File: src/rtl/anc_pkg.sv
// anc_pkg: shared ANC constants, FSM state type and coefficient limits
package anc_pkg;
    localparam int NTAPS        = 120;
    localparam int ADDR_W       = 7;
    localparam int COEF_W       = 11;
    localparam int DATA_W       = 16;
    localparam int MU_SHIFT_DEF = 8;

    localparam logic signed [COEF_W-1:0] COEF_MAX = 11'sh3FF;
    localparam logic signed [COEF_W-1:0] COEF_MIN = 11'sh400;

    typedef enum logic [2:0] {IDLE, RD, WT, WR, CLR, DONE} state_t;
endpackage

File: src/rtl/anc_lms_sat_update.sv
// anc_lms_sat_update: combinational LMS step W + ((e*x) >>> MU_SHIFT), saturated to COEF_W bits
//   w, e, x : signed coefficient, error and reference sample
//   w_new   : saturated updated coefficient
module anc_lms_sat_update
    import anc_pkg::*;
#(
    parameter int MU_SHIFT = MU_SHIFT_DEF
) (
    input  logic signed [COEF_W-1:0] w,
    input  logic signed [COEF_W-1:0] e,
    input  logic signed [COEF_W-1:0] x,
    output logic signed [COEF_W-1:0] w_new
);
    logic signed [2*COEF_W-1:0] p;
    logic signed [2*COEF_W:0]   s;

    always_comb begin
        p     = (2*COEF_W)'(e) * (2*COEF_W)'(x);
        s     = (2*COEF_W+1)'(w) + (2*COEF_W+1)'(p >>> MU_SHIFT);
        w_new = s > (2*COEF_W+1)'(COEF_MAX) ? COEF_MAX :
                s < (2*COEF_W+1)'(COEF_MIN) ? COEF_MIN : s[COEF_W-1:0];
    end
endmodule

File: src/rtl/anc_coef_update_ctrl.sv
// anc_coef_update_ctrl: sequences one LMS update pass (or a zeroing pass) over the coefficient RAM
//   Clk_100M, Reset          : clock, synchronous active-high reset
//   Start_In, Clear_In       : pass requests from the sample scheduler (Clear wins)
//   Err_In                   : error sample latched on an accepted Start_In
//   X_Addr / X_In            : reference-history read port (1-cycle latency)
//   Ram_En/We/Addr/Din/Dout  : single-port coefficient RAM (1-cycle read latency)
//   Busy, Done               : pass in progress, one-cycle end-of-pass pulse
module anc_coef_update_ctrl
    import anc_pkg::*;
#(
    parameter int MU_SHIFT = MU_SHIFT_DEF
) (
    input  logic                     Clk_100M,
    input  logic                     Reset,
    input  logic                     Start_In,
    input  logic                     Clear_In,
    input  logic signed [COEF_W-1:0] Err_In,
    input  logic signed [COEF_W-1:0] X_In,
    output logic [ADDR_W-1:0]        X_Addr,
    output logic                     Ram_En,
    output logic                     Ram_We,
    output logic [ADDR_W-1:0]        Ram_Addr,
    output logic [DATA_W-1:0]        Ram_Din,
    input  logic [DATA_W-1:0]        Ram_Dout,
    output logic                     Busy,
    output logic                     Done
);
    state_t                   state;
    logic [ADDR_W-1:0]        k;
    logic signed [COEF_W-1:0] err;
    logic signed [COEF_W-1:0] w_new;
    logic                     last;
    logic                     unused_dout;

    assign last        = k == ADDR_W'(NTAPS - 1);
    assign unused_dout = ^Ram_Dout[DATA_W-1:COEF_W];

    // Ram_Dout and X_In are both valid during WT, so the result is registered straight into Ram_Din
    anc_lms_sat_update #(.MU_SHIFT(MU_SHIFT)) u_upd (
        .w     (Ram_Dout[COEF_W-1:0]),
        .e     (err),
        .x     (X_In),
        .w_new (w_new)
    );

    // Outputs are registered, so each branch drives the values for the state being entered
    always_ff @(posedge Clk_100M) begin
        if (Reset) begin
            state    <= IDLE;
            k        <= '0;
            err      <= '0;
            X_Addr   <= '0;
            Ram_En   <= 1'b0;
            Ram_We   <= 1'b0;
            Ram_Addr <= '0;
            Ram_Din  <= '0;
            Busy     <= 1'b0;
            Done     <= 1'b0;
        end else begin
            Ram_En <= 1'b0;
            Ram_We <= 1'b0;
            Done   <= 1'b0;
            unique case (state)
                IDLE: begin
                    if (Clear_In) begin
                        state    <= CLR;
                        k        <= '0;
                        Ram_En   <= 1'b1;
                        Ram_We   <= 1'b1;
                        Ram_Addr <= '0;
                        Ram_Din  <= '0;
                        Busy     <= 1'b1;
                    end else if (Start_In) begin
                        state    <= RD;
                        k        <= '0;
                        err      <= Err_In;
                        Ram_En   <= 1'b1;
                        Ram_Addr <= '0;
                        X_Addr   <= '0;
                        Busy     <= 1'b1;
                    end
                end
                RD: state <= WT;
                WT: begin
                    state   <= WR;
                    Ram_En  <= 1'b1;
                    Ram_We  <= 1'b1;
                    Ram_Din <= {{(DATA_W-COEF_W){1'b0}}, w_new};
                end
                WR: begin
                    if (last) begin
                        state <= DONE;
                        Done  <= 1'b1;
                    end else begin
                        state    <= RD;
                        k        <= k + 1'b1;
                        Ram_En   <= 1'b1;
                        Ram_Addr <= k + 1'b1;
                        X_Addr   <= k + 1'b1;
                    end
                end
                CLR: begin
                    if (last) begin
                        state <= DONE;
                        Done  <= 1'b1;
                    end else begin
                        k        <= k + 1'b1;
                        Ram_En   <= 1'b1;
                        Ram_We   <= 1'b1;
                        Ram_Addr <= k + 1'b1;
                    end
                end
                DONE: begin
                    state <= IDLE;
                    Busy  <= 1'b0;
                end
                default: state <= IDLE;
            endcase
        end
    end
endmodule

File: config.mk
export PLATFORM = sky130hd
export DESIGN_NAME = anc_coef_update_ctrl
export DESIGN_NICKNAME = d
export VERILOG_FILES = /design/src/rtl/anc_pkg.sv /design/src/rtl/anc_lms_sat_update.sv /design/src/rtl/anc_coef_update_ctrl.sv
export SDC_FILE = /design/constraint.sdc
export NUM_CORES = 1
export LEC_CHECK = 0
export CAP_MARGIN = 5
export CORE_UTILIZATION = 60
export DETAILED_ROUTE_END_ITERATION = 8
export PLACE_DENSITY = 0.88
export SYNTH_ARGS = -nofsm -noshare
export SYNTH_HDL_FRONTEND = slang
export SYNTH_SLANG_ARGS = --single-unit
File: constraint.sdc
create_clock -name Clk_100M -period 15.1 [get_ports Clk_100M]
set_input_delay 1.51 -clock Clk_100M [delete_from_list [all_inputs] [get_ports Clk_100M]]
set_output_delay 1.51 -clock Clk_100M [all_outputs]
set_load 0.02 [all_outputs]
# Word level (Yosys, flattened, before mapping)
# Index checks and enable logic that the tools add are counted.
classes:
  addsub: 2
  n_mul: 1
  n_div: 0
  n_lt_le_gt_ge: 2
  n_eq_ne: 13
  shifts: 0
  muxes: 25
  n_bitwise: 2
  reduce_logical: 13
ops:
  columns: ["op", "n"]
  rows:
  - ["case mux 16 bit (2 select lines)", 1]
  - ["two-way mux 7 bit", 4]
  - ["case mux 7 bit (2 select lines)", 2]
  - ["> comparator 23 x 11 -> 1 bit, second input constant", 1]
  - ["less-than comparator 23 x 11 -> 1 bit, second input constant", 1]
  - ["multiplier 11 x 11 -> 22 bit", 1]
  - ["two-way mux 11 bit", 2]
  - ["two-way mux 16 bit", 1]
  - ["adder 11 x 14 -> 15 bit", 1]
  - ["case mux 3 bit (5 select lines)", 1]
  - ["two-way mux 3 bit", 4]
  - ["!= test 2 bit, second input constant", 6]
  - ["nonzero test 2 bit", 4]
  - ["adder 7 x 1 -> 7 bit, second input constant", 1]
  - ["== test 7 bit, second input constant", 1]
  - ["two-way mux 1 bit", 7]
  - ["== test 3 x 2 -> 1 bit, second input constant", 2]
  - ["== test 3 bit, second input constant", 2]
  - ["case mux 1 bit (3 select lines)", 2]
  - ["AND reduction 2 bit", 3]
  - ["AND reduction 3 bit", 2]
  - ["AND reduction 4 bit", 1]
  - ["OR reduction 2 bit", 2]
  - ["== test 3 x 1 -> 1 bit, second input constant", 1]
  - ["4 further kinds", 5]
totals:
  ff_bits: 48
  latchBits: 0
  mem_bits_rw: 0
  mem_bits_ro: 0
  inputBits: 42
  out_inout_bits: 34
  word_cells: 67
  mem_count: 0

# Longest topological paths before layout
# Gate-level depths: netlist (run 1).
logic_depth:
  word_depth: 6
  depth_mapped: 30
  mapped_depth_nobuf: 29

# Modules after synthesis
# Synthesis (run 1) repeated with hierarchy kept, for this count alone.
unflattened:
  cells_unflattened: 848
  area_unflattened_um2: 7327.0
by_module_without_submodules:
  columns: ["module", "instances", "cells_each", "area_per_inst_um2", "seq_area_each_um2"]
  rows:
  - ["anc_lms_sat_update", 1, 643, 5459.0, 0.0]
  - ["anc_coef_update_ctrl", 1, 205, 1868.0, 860.8]

# Worst setup path before layout (run 1)
# No wires, ideal clock.
synth_path:
  path_kind: "in2reg"
  start: "input X_In[7]"
  end: "register Ram_Din[9]"
  setup_time_ps: 58
  arrival_time_ps: 8017
  required_ps: 15042
  setup_slack_ps: 7024
  stages: 27
  n_path_buf: 1
  cell_sequence: "clkbuf_1 -> and2_1 -> fa_1 -> inv_1 -> fa_1 -> inv_1 -> fa_1 -> fa_1 -> inv_1 -> fa_1 -> inv_1 -> ha_1 -> nand3_1 -> o21ai_1 -> a21oi_1 -> o31ai_1 -> a21o_1 -> xor2_1 -> ha_1 -> and2_1 -> and4_1 -> nor3b_2 -> or4_1 -> nand3_2 -> a32oi_2 -> nor3_2 -> a221o_2"
synth_between:
  elab_chain_cells: 6
  word_cells_on_any_way: 7
  cone_classes: "1 x add/sub; 1 x mul; 2 x order compare; 3 x mux"
synth_lines:
  columns: ["item", "line", "rtl"]
  rows:
  - ["start, declared", "anc_coef_update_ctrl.sv:18", "input logic signed [COEF_W-1:0] X_In,"]
  - ["multiplier 11 x 11 -> 22 bit (*)", "anc_lms_sat_update.sv:18", "p = (2*COEF_W)'(e) * (2*COEF_W)'(x);"]
  - ["adder 11 x 14 -> 15 bit (*)", "anc_lms_sat_update.sv:19", "s = (2*COEF_W+1)'(w) + (2*COEF_W+1)'(p >>> MU_SHIFT);"]
  - ["less-than comparator 23 x 11 -> 1 bit", "anc_lms_sat_update.sv:21", "s < (2*COEF_W+1)'(COEF_MIN) ? COEF_MIN : s[COEF_W-1:0];"]
  - ["two-way mux 11 bit", "anc_lms_sat_update.sv:21", null]
  - ["two-way mux 11 bit (*)", "anc_lms_sat_update.sv:20", "w_new = s > (2*COEF_W+1)'(COEF_MAX) ? COEF_MAX :"]
  - ["case mux 16 bit (2 select lines) (*)", "anc_coef_update_ctrl.sv:63", "unique case (state)"]
  - ["end signal, assigned", "anc_coef_update_ctrl.sv:88", "Ram_Din <= {{(DATA_W-COEF_W){1'b0}}, w_new};"]
  - ["end, declared", "anc_coef_update_ctrl.sv:23", "output logic [DATA_W-1:0] Ram_Din,"]
# Every way passes the cells marked *; elsewhere a longest branch is shown, timed or not.
# A chain may end at the register's enable or synchronous reset.

# Worst setup path in the final report (run 1)
layout_path:
  start: "input X_In[4]"
  end: "register Ram_Din[9]"
# The elaborated chain is that of the path after synthesis.

==> results_dict.tcl, run 1 <==
set metrics [dict create \
    skew_ns 0.006781 \
    critPathMaxFanout 11 \
    grt_max_degree 40 \
    syn_inst 818 \
    hold_depth 1 \
    syn_area_um2 7072 \
    cts_root_buf "clkbuf_16" \
    drc 0 \
    yosysSeqAreaShare_pct 12.17 \
    crit_buf_inv 2 \
    synthXorXnorAreaFrac_pct 4.317 \
    hold_viol 0 \
    cpMaxStageDelayCell "clkdlybuf4s50_1" \
    hp-class "register to register" \
    clock.fmax_ghz 0.1099 \
    io_buffers 65 \
    cts_tree "done" \
    wl_um 15320 \
    gp_congestion 0.8672 \
    synth_compound_area_share_pct 11.89 \
    cts.clk_slew.worst_paths_ns 0.06 \
    ys_warn_count 0 \
    drt-initial-drc-count 275 \
    vias 5688 \
    hold_end "Ram_Din[2]" \
    cts_buffer_depth 2 \
    synthMuxAreaShare_pct 0 \
    first_pass_iters 5 \
    num_rows 39 \
    synth_edf_count 0 \
    cp-start-kind "primary input" \
    rsz0062_at_grt "false" \
    post-route-period-util_pct 60.28 \
    dp_hpwl_um 12360 \
    grt_util_all_layers_pct 26.84 \
    hp-start "Ram_Din[2]" \
    area_delta_synth_final_pct 12.46 \
    avgSynthCellArea_um2 8.645 \
    synthAdderAreaFrac_pct 43.63 \
    status "completed" \
    ff2ff_path_depth 24 \
    cts-resized-gates 0 \
    avgRoutedWirePerCell_um 15.27 \
    worst-path-stages 25 \
    critPathTopFamily "adder cells" \
    start_util_pct 61.67 \
    vias_per_cell 5.671 \
    synth_top_family_by_area "adder cells" \
    clock_latency_ns 0.30 \
    grt_pass1_wl_um 26810 \
    yosys.area_share.simple_pct 18.06 \
    drv_cap 0 \
    ioPinCount 76 \
    r2r-start "err[4]" \
    cts.sinks 43 \
    setup_viol 0 \
    worstSetupPathType "primary input to register" \
    fin_crit_ns 9.102 \
    dieArea_um2 12220 \
    cp_common_cell "fa_1" \
    antenna_cells 0 \
    slew_violations 0 \
    power.density_nw_per_um2 113.1 \
    r2r_slack_ns 7.39 \
    num-nets-final 1078 \
    synth.distinct_cells 65 \
    slew_headroom_pct 37.34 \
    ant_nets 0 \
    postCtsSetupRepairBufs 0 \
    leakage_nw 3.819 \
    htreeDepth 2 \
    die_w_um 110.6 \
    slowest_delay_ns 0.78 \
    grt_pass1_vias 5934 \
    ys_seq_elements 43 \
    hold_buffers 0 \
    setup_tns_ns 0 \
    endpoint_kind "register" \
    worst_slew_pin_slew_ns 0.9348 \
    synth_ff_type "dfxtp_1" \
    core_um2 11470 \
    r2r_end "Ram_Din[9]" \
    antenna_found_initial 0 \
    layout_commonest_cell "inv_1" \
    ys_async_sr_fraction_pct 0 \
    layout-drive-gt1-share_pct 3.488 \
    cp.arrival_ns 9.34 \
    die_h_um 110.6 \
    peakVddDrop_mv 0.1364 \
    postLayoutCoreUtil_pct 69.35 \
    grt.overflow.total 0 \
    cp_data_required_time_ns 15.34 \
    layout_common_cells "145 x inv_1, 116 x fa_1, 101 x nand2_1" \
    cts_made_buffers 5 \
]
==> state kept, by name (all words and copies together), names as in the netlist <==
signal and cells:
state 3, k 7, err 11, Ram_We 1, Done 1, Busy 1
Ram_Din 11, Ram_En 1, X_Addr 7
==> through the flow <==
step | power (mW) | worst slack, ns | hold slack, ns | instances | instance area [µm²]
3_5_place_dp | 0.7595 | 5.802 | 0.4606 | 995 | 7775
5_1_grt | 0.9807 | 5.617 | 0.4881 | 1003 | 7953
2_1_floorplan | 0.6371 | 7.024 | 0.4430 | 822 | 7087
3_3_place_gp | 0.7433 | 5.934 | 0.4505 | 995 | 7775
6_report | 0.8995 | 5.998 | 0.4699 | 1003 | 7953
4_1_cts | 0.8981 | 6.052 | 0.4753 | 1003 | 7953
==> where the power goes <==
part           internal, mW  leakage [nW]  switching [mW]
registers             0.121         0.349          0.0105
clock network        0.0832        0.0875          0.0492
logic                 0.276          3.38           0.360
total                 0.480          3.82           0.420
==> worst max-delay path by stage <==
stage             from          to  slack [ns]
4_1_cts        X_In[4]  Ram_Din[9]        6.05
3_3_place_gp   X_In[4]  Ram_Din[9]        5.93
6_report       X_In[4]  Ram_Din[9]        6.00
3_5_place_dp   X_In[4]  Ram_Din[9]        5.80
2_1_floorplan  X_In[7]  Ram_Din[9]        7.02
5_1_grt        X_In[4]  Ram_Din[7]        5.62
==> final cells by class <==
class,instances,area [µm²]
flip-flops and latches,43,860.8
inverters,145,544.3
multi-input cells,598,5533
clock buffers,6,138.9
well taps,143,178.9
repair buffers,66,658.1
clock inverters,2,38.79
fillers,944,3515
==> cell families (layout without fill, tap and decap cells) <==
group,Yosys count,count (layout)
compound gates,118,118
xor+xnor,34,34
fa+ha+maj,177,177
buf+inv,181,219
flops,43,43
other cells,1,5
simple gates,264,264
==> layer usage <==
metal  wire, µm  part of all wire, %  up-vias  global-route usage [%]
li1           -                    -     2652                       -
met1       6286                   41     2847                   34.51
met2       7814                   51      159                   46.42
met3        813                  5.3       30                   4.555
met4        401                  2.6        0                   7.822
met5          0                    0        -                       0
==> cell usage after synthesis (3+ instances only) <==
cell        n  area [µm²]
a21o_1     11       82.58
and2_1     51       319.1
nand2b_1    9       56.30
dfxtp_1    43       860.8
nand2_1   101       379.1
and3_1      3       18.77
a221o_1     6       60.06
a31oi_1     6       37.54
o21a_1      5       37.54
clkbuf_1   28       105.1
fa_1      116        2322
buf_1       3       11.26
inv_1     145       544.3
o21ai_0    18       90.09
nor3_1     11       55.05
a221oi_1    3       26.28
ha_1       61       763.2
nor2_1     56       210.2
a211oi_1    5       37.54
nand3_1    13       65.06
nor2b_1     4       25.02
buf_4       5       37.54
xor2_1     10       87.58
a21oi_1    37       185.2
xnor2_1    23       201.4
(Power assumes the default switching activity.)
==> inputs of run 2 (changes only) <==
- CORE_UTILIZATION: 60 -> 54
- PLACE_DENSITY: 0.88 -> 0.84
- clock period: 15.1 -> 7.8 ns (I/O delays scaled with it)
==> run 2 against run 1 <==
Against the previous run:
- die area increased by 11%
- clock-buffer cell count decreased by 1
- non-clock buffer count increased by 91
- power increased to 2.6 times the previous value
- critical path depth increased by 4
- design area increased by 12%
==> results_dict.tcl, run 2 (synthesis gave the netlist of run 1 again) <==
set metrics [dict create \
    grt_pass1_vias 6155 \
    htreeDepth 2 \
    skew_ns 0.008959 \
    power.density_nw_per_um2 258.2 \
    r2r_slack_ns 0.55 \
    peakVddDrop_mv 0.2121 \
    hold_buffers 0 \
    gp_congestion 0.8568 \
    io_buffers 65 \
    die_h_um 116.4 \
    cts_root_buf "clkbuf_16" \
    cts_made_buffers 5 \
    cpMaxStageDelayCell "fa_1" \
    setup_tns_ns 0 \
    report.power.total_mw 2.294 \
    die_w_um 116.4 \
    core_um2 12670 \
    cp_data_required_time_ns 8.00 \
    n_fill_cell 938 \
    avgRoutedWirePerCell_um 16.11 \
    cp-start-kind "primary input" \
    slowest_delay_ns 0.55 \
    crit_path_end "Ram_Din[1]" \
    critPathMaxFanout 9 \
    worst_slack_ns 0.1116 \
    dieArea_um2 13560 \
    grt_max_degree 40 \
    vias 6164 \
    leakage_nw 4.326 \
    cts_tree "done" \
    layout-drive-gt1-share_pct 15.98 \
    antenna_found_initial 0 \
    dpl.cell_count 1109 \
    grt_pass1_wl_um 28120 \
    drv_cap 0 \
    ff2ff_path_depth 26 \
    worst_slew_pin_slew_ns 0.8780 \
    dp_hpwl_um 13790 \
    endpoint_kind "register" \
    first_pass_iters 6 \
    dp_slack_ns -0.2341 \
    ant_nets 0 \
    finalNonFillerCells 1123 \
    cp_common_cell "fa_1" \
    reg_top3 "Ram_Din x11, err x11" \
    crit_start "X_In[3]" \
    ioPinCount 76 \
    num-nets-final 1169 \
    r2r-start "err[8]" \
    r2r_end "Ram_Din[1]" \
    vias_per_cell 5.489 \
    post-route-period-util_pct 98.57 \
    cts.clk_slew.worst_paths_ns 0.07 \
    status "completed" \
    setup_viol 0 \
    cts.sinks 43 \
    worstSetupPathType "primary input to register" \
    grt.overflow.total 0 \
    clock.fmax_ghz 0.1301 \
    cp.arrival_ns 7.89 \
    start_util_pct 55.81 \
    clock_latency_ns 0.30 \
    slew_violations 0 \
    antenna_cells 0 \
    layout_commonest_cell "inv_1" \
    slew_headroom_pct 41.30 \
    hp-class "register to register" \
    hold-worst-slack_ns 0.4757 \
    drc 0 \
    wl_um 18090 \
    fin_crit_ns 7.688 \
    area_delta_synth_final_pct 25.64 \
    cts_buffer_depth 2 \
    layout_common_cells "144 x inv_1, 113 x fa_1, 100 x nand2_1" \
    num_rows 41 \
    grt_util_all_layers_pct 26.86 \
    hold_viol 0 \
    drt-initial-drc-count 312 \
]
run 2: cell types whose count changed in the layout (fill, tap and decap cells not counted), sizes merged:
cell / previous run / this run
clkbuf: 6 / 5
clkinv: 0 / 1
buf: 1 / 92
clkdlybuf4s50: 65 / 61
dlymetal6s2s: 0 / 4
run 2: power by group:
part,switching [mW],internal [mW]
Clock,0.102,0.153
Sequential,0.0207,0.233
Combinational,0.921,0.863
Total,1.04,1.25
run 2: how the worst min path moves through the flow:
stage	cells past startpoint	to	slack [ns]	from
floorplan	2	err[7]	0.44	err[7]
global placement	1	Ram_Din[2]	0.45	Ram_Din[2]
detailed placement	1	Ram_Din[2]	0.46	Ram_Din[2]
CTS	1	Ram_Din[2]	0.47	Ram_Din[2]
global route	1	Ram_Din[2]	0.49	Ram_Din[2]
finish	2	X_Addr[2]	0.48	X_Addr[2]
run 2: metal layers:
layer	GRT usage (%)	wire, µm
met1	32.16	7075
met2	49.23	9380
met3	4.048	957
met4	8.718	679
met5	0	0
run 2: area by class of cell:
| class | count | area [µm²] | area share, % |
|---|---|---|---|
| multi-input cells | 598 | 5728 | 64.47 |
| repair buffers | 157 | 1364 | 15.35 |
| flip-flops and latches | 43 | 860.8 | 9.689 |
| clock inverters | 3 | 47.55 | 0.5351 |
| well taps | 172 | 215.2 | 2.422 |
| clock buffers | 5 | 125.1 | 1.408 |
| inverters | 145 | 544.3 | 6.126 |
run 2: worst max-delay path: cells and delay by family:
family / cells / cell delay [ns]
fa+ha+maj: 7 / 3.12
compound gates: 9 / 1.74
buf+inv: 8 / 1.16
simple gates: 4 / 0.97
xor+xnor: 1 / 0.11
run 2: repair_timing:
item,in CTS,in global routing
endpoints found under the setup margin,0,11
setup buffers,0,6
resized for setup,0,50
run 2: stage by stage:
stage                     util [%]  area [µm²]
after floorplan                  -        7087
after detailed placement     66.64        8444
final                        70.12        8885
after CTS                    68.01        8617
after global routing         70.12        8885
after global placement       66.64        8444
